<file path="config.mk">
export PLATFORM = sky130hd
export DESIGN_NAME = fetch_stage
export DESIGN_NICKNAME = d
export VERILOG_FILES = /design/src/rtl/fetch_stage.sv
export SDC_FILE = /design/constraint.sdc
export NUM_CORES = 1
export LEC_CHECK = 0
export CAP_MARGIN = 40
export CORE_MARGIN = 2
export CORE_UTILIZATION = 50
export CTS_CLUSTER_DIAMETER = 80
export DETAILED_ROUTE_END_ITERATION = 8
export DONT_BUFFER_PORTS = 1
export GPL_TIMING_DRIVEN = 0
export PLACE_DENSITY = 0.69
export RECOVER_POWER = 50
export SETUP_SLACK_MARGIN = 0.3
export SYNTH_ARGS = -nofsm -noshare
export SYNTH_HDL_FRONTEND = slang
export SYNTH_SLANG_ARGS = --single-unit
export TNS_END_PERCENT = 50
</file>
<file path="constraint.sdc">
create_clock -name clk -period 5.4 [get_ports clk]
set_input_delay 1.62 -clock clk [delete_from_list [all_inputs] [get_ports clk]]
set_output_delay 1.62 -clock clk [all_outputs]
set_load 0.05 [all_outputs]
</file>
<file path="src/rtl/fetch_stage.sv">
// Instruction fetch stage: reads one 2-byte instruction per cycle at pc into a
// 2-entry in-order buffer that feeds decode; branch redirects flush the buffer.
module fetch_stage #(
    parameter int                    data_width = 8,
    parameter int                    addr_width = 16,
    parameter logic [addr_width-1:0] reset_pc   = '0
) (
    input  logic                      clk,
    input  logic                      rst_n,
    output logic [addr_width-1:0]     mem_address,
    input  logic [data_width-1:0]     mem_data_high,
    input  logic [data_width-1:0]     mem_data_low,
    input  logic                      fetch_en,
    input  logic                      branch_taken,
    input  logic [addr_width-1:0]     branch_target,
    input  logic                      dec_ready,
    output logic                      dec_valid,
    output logic [2*data_width-1:0]   dec_instr,
    output logic [addr_width-1:0]     dec_pc,
    output logic [1:0]                fetch_level
);

    localparam int iw = 2 * data_width;

    logic [addr_width-1:0] pc;
    logic [iw-1:0]         instr0, instr1;
    logic [addr_width-1:0] pc0, pc1;
    logic [1:0]            level;
    logic                  push, pop;
    logic [iw-1:0]         new_instr;

    // Decode handshake: an entry transfers on a rising edge where dec_valid and
    // dec_ready are both high; dec_valid never depends on dec_ready, and the head
    // entry holds steady until it transfers. A branch cancels the transfer.
    assign pop       = dec_valid & dec_ready & ~branch_taken;
    assign push      = fetch_en & ~branch_taken & ((level != 2'd2) | pop);
    assign new_instr = {mem_data_high, mem_data_low};

    assign mem_address = pc;
    assign fetch_level = level;
    assign dec_valid   = (level != 2'd0);
    assign dec_instr   = dec_valid ? instr0 : '0;
    assign dec_pc      = dec_valid ? pc0 : '0;

    // Slot 0 is always the head; slot 1 shifts down when the head retires.
    always_ff @(posedge clk or negedge rst_n) begin
        if (!rst_n) begin
            pc     <= reset_pc;
            level  <= 2'd0;
            instr0 <= '0;
            instr1 <= '0;
            pc0    <= '0;
            pc1    <= '0;
        end else if (branch_taken) begin
            pc     <= branch_target;
            level  <= 2'd0;
            instr0 <= '0;
            instr1 <= '0;
            pc0    <= '0;
            pc1    <= '0;
        end else begin
            if (push) begin
                pc <= pc + addr_width'(2);
            end
            case ({push, pop})
                2'b10: begin
                    if (level == 2'd0) begin
                        instr0 <= new_instr;
                        pc0    <= pc;
                    end else begin
                        instr1 <= new_instr;
                        pc1    <= pc;
                    end
                    level <= level + 2'd1;
                end
                2'b01: begin
                    instr0 <= instr1;
                    pc0    <= pc1;
                    instr1 <= '0;
                    pc1    <= '0;
                    level  <= level - 2'd1;
                end
                2'b11: begin
                    if (level == 2'd1) begin
                        instr0 <= new_instr;
                        pc0    <= pc;
                    end else begin
                        instr0 <= instr1;
                        pc0    <= pc1;
                        instr1 <= new_instr;
                        pc1    <= pc;
                    end
                end
                default: begin
                end
            endcase
        end
    end

endmodule

</file>
==> results.json <==
{
  "drive_gt1_frac": 0.1619,
  "yosysSeqAreaShare": 0.4676,
  "gr-total-overflow": 0,
  "h-tree-depth": 3,
  "first_iter_violations": 121,
  "clock_latency_ns": 0.36,
  "holdPathEnd": "pc0[1]",
  "cts.path.max_buffers": 2,
  "die_h_um": 97.68,
  "hold_path_depth": 2,
  "ys_top_cells_by_count": "dfrtp_1, nand2_1, mux2i_1",
  "hp-start": "pc0[1]",
  "slowest_stage": "dfrtp_1",
  "synthToLayoutAreaGrowth_pct": 12.43,
  "hold_viol_final": 0,
  "via_per_inst": 5.408,
  "synth_top_cell_area_share": 0.4676,
  "layout.nets": 525,
  "path_cells": "inv_1 > ha_1 > buf_2 > clkbuf_1 > nor2b_1 > buf_4",
  "grt_pass1_wl_um": 16480,
  "finalSetupTns_ns": 0,
  "cts_setup_buffers": 0,
  "route.detailed.drc": 0,
  "initial_core_util": 0.5081,
  "synthFlopType": "dfrtp_1",
  "synthArstFlopShare": 1.000,
  "synthCells": 441,
  "routedWlPerCell_um": 16.55,
  "placementRows": 34,
  "grtUsageTotal": 0.2177,
  "numPortBuffers": 0,
  "startpoint_type": "register",
  "max_stage_delay_ns": 0.69,
  "required_ns": 3.78,
  "syn-num-nets": 482,
  "gp_congestion": 0.8054,
  "antenna_found_initial": 0,
  "cts_tree": "done",
  "cellPowerDensity_nw_per_um2": 524.1,
  "layout_setup_ws_ns": 1.424,
  "fillers": 747,
  "ios": 88,
  "synth.distinct_cells": 46,
  "ys_ff_latch": 82,
  "ctsResizeCount": 0,
  "worstRegToRegCells": 8,
  "yosys-top-cells-area": "dfrtp_1, mux2i_1, nand2_1",
  "rsz0062_at_grt": "no",
  "reg2reg_from": "fetch_level[0]",
  "ant_nets": 0,
  "synth_edf_count": 0,
  "path_class": "reg2out",
  "cp_max_fo": 10,
  "path_clk_slew_ns": 0.08,
  "root_buffer": "clkbuf_8",
  "maxCapViolations": 0,
  "avgSynthCellArea_um2": 9.950,
  "reg2reg_slack_ns": 2.39,
  "vias": 3223,
  "p_leak_nw": 2.398,
  "drt_pass1_iterations": 4,
  "synth.most_common_cell": "dfrtp_1",
  "critPathLaunch": "fetch_level[0]",
  "die_area_um2": 9541,
  "period_minus_slack_ns": 3.976,
  "grt_max_degree": 83,
  "status": "finished, final reports clean",
  "period_share": 0.7364,
  "dp_worst_setup_slack_ns": 1.753,
  "peakVddDrop_v": 0.0001815,
  "yosysTopAreaCell": "dfrtp_1",
  "slew_headroom": 0.3895,
  "cp.arrival_ns": 2.36,
  "cp-end-kind": "output port",
  "slew_viol_final": 0,
  "wirelength_um": 9866,
  "cts_num_sinks": 82,
  "cts_made_buffers": 9,
  "finish.utilization": 0.5713,
  "cts.hold.buffers_added": 0,
  "yosys_warnings": 0,
  "die_x_um": 97.68,
  "first_global_vias": 3258,
  "min_path_type": "reg2reg",
  "reg2reg_to": "pc0[14]",
  "diodes": 0,
  "fmax_ghz": 0.2515,
  "core_area_um2": 8636,
  "syn_area_um2": 4388,
  "tightest_slew_ns": 0.9137,
  "dp_hpwl_um": 7130,
  "setup_violations": 0,
  "finClkSkew_ns": 0.01007
}
==> critical path: cells and delay by family (launching register included) <==
kind	cells	cell delay [ns]
buffers and inverters	4	0.84
AND/OR/NAND/NOR	1	0.22
flip-flops	1	0.69
adder cells (fa/ha/maj)	1	0.23
==> worst max path at each step <==
stage                          endpoint
after CTS                 dec_instr[10]
after floorplan            dec_instr[0]
final                     dec_instr[14]
after global placement        dec_pc[6]
after global routing      dec_instr[10]
after detailed placement  dec_instr[10]
==> flip-flops by register name, indices dropped and copies added, names as in the netlist <==
name         count
fetch_level      2
instr0          16
instr1          16
mem_address     16
pc0             16
pc1             16
==> placed cells by master, fill, tap and decap left out, drive strengths merged, types with 2 or more instances in the layout <==
cell	netlist	final
a221o	3	3
a211oi	8	8
xnor2	3	3
a311oi	2	2
clkbuf	9	23
nor2b	38	38
a2111oi	2	2
dfrtp	82	82
nor4	3	3
clkinv	0	2
mux2i	66	66
nand2	75	75
clkinvlp	0	2
a21oi	4	4
mux2	7	7
nor3	8	8
nand3	6	6
a211o	2	2
nand4	2	2
nand2b	4	4
o21ai	35	35
ha	4	4
nor2	8	8
a22oi	3	3
inv	38	38
buf	20	48
==> routing by layer <==
layer | wire, um | part of all wire | track usage | up-vias
met4 | 152 | 0.015 | 0.07372 | 0
li1 | - | - | - | 1557
met5 | 0 | 0 | 0 | -
met1 | 4324 | 0.44 | 0.2919 | 1574
met3 | 581 | 0.059 | 0.05396 | 12
met2 | 4808 | 0.49 | 0.3469 | 80
==> logic make-up (layout without fill, tap and decap cells) <==
| family | after synthesis | count (layout) | synth area share |
|---|---|---|---|
| DFF | 82 | 82 | 0.4676 |
| muxes | 73 | 73 | 0.1685 |
| xor gates and xnor gates | 3 | 3 | 0.005989 |
| and+or+nand+nor | 149 | 149 | 0.1699 |
| adders and majority gates | 4 | 4 | 0.01141 |
| AOI/OAI and AO/OA | 63 | 63 | 0.1029 |
| buffers and inverters | 67 | 114 | 0.07357 |
==> power by group <==
group / switching (W) / leakage, nW / internal (W)
Clock: 0.000222 / 0.0941 / 0.000222
Combinational: 0.000750 / 1.25 / 0.000405
Sequential: 0.000196 / 1.05 / 0.000790
==> final cells by class <==
class | count | area [um^2] | share of cell area
multi-input combinational | 292 | 2001 | 0.4055
inverter | 38 | 142.6 | 0.02891
clock inverter | 5 | 55.05 | 0.01116
buffer | 29 | 170.2 | 0.03449
tap | 108 | 135.1 | 0.02739
timing repair buffer | 32 | 240.2 | 0.04869
sequential | 82 | 2052 | 0.4159
clock buffer | 10 | 137.6 | 0.02790
==> stage by stage <==
step / cells / hold WS [ns] / cell area, um^2 / power (W)
finish: 596 / 0.4759 / 4933 / 0.002586
floorplan: 441 / 0.4422 / 4388 / 0.001870
global route: 596 / 0.5085 / 4933 / 0.002760
detailed placement: 581 / 0.4627 / 4763 / 0.002172
global placement: 549 / 0.4529 / 4523 / 0.002033
CTS: 596 / 0.4818 / 4956 / 0.002618
(Power assumes the default switching activity.)
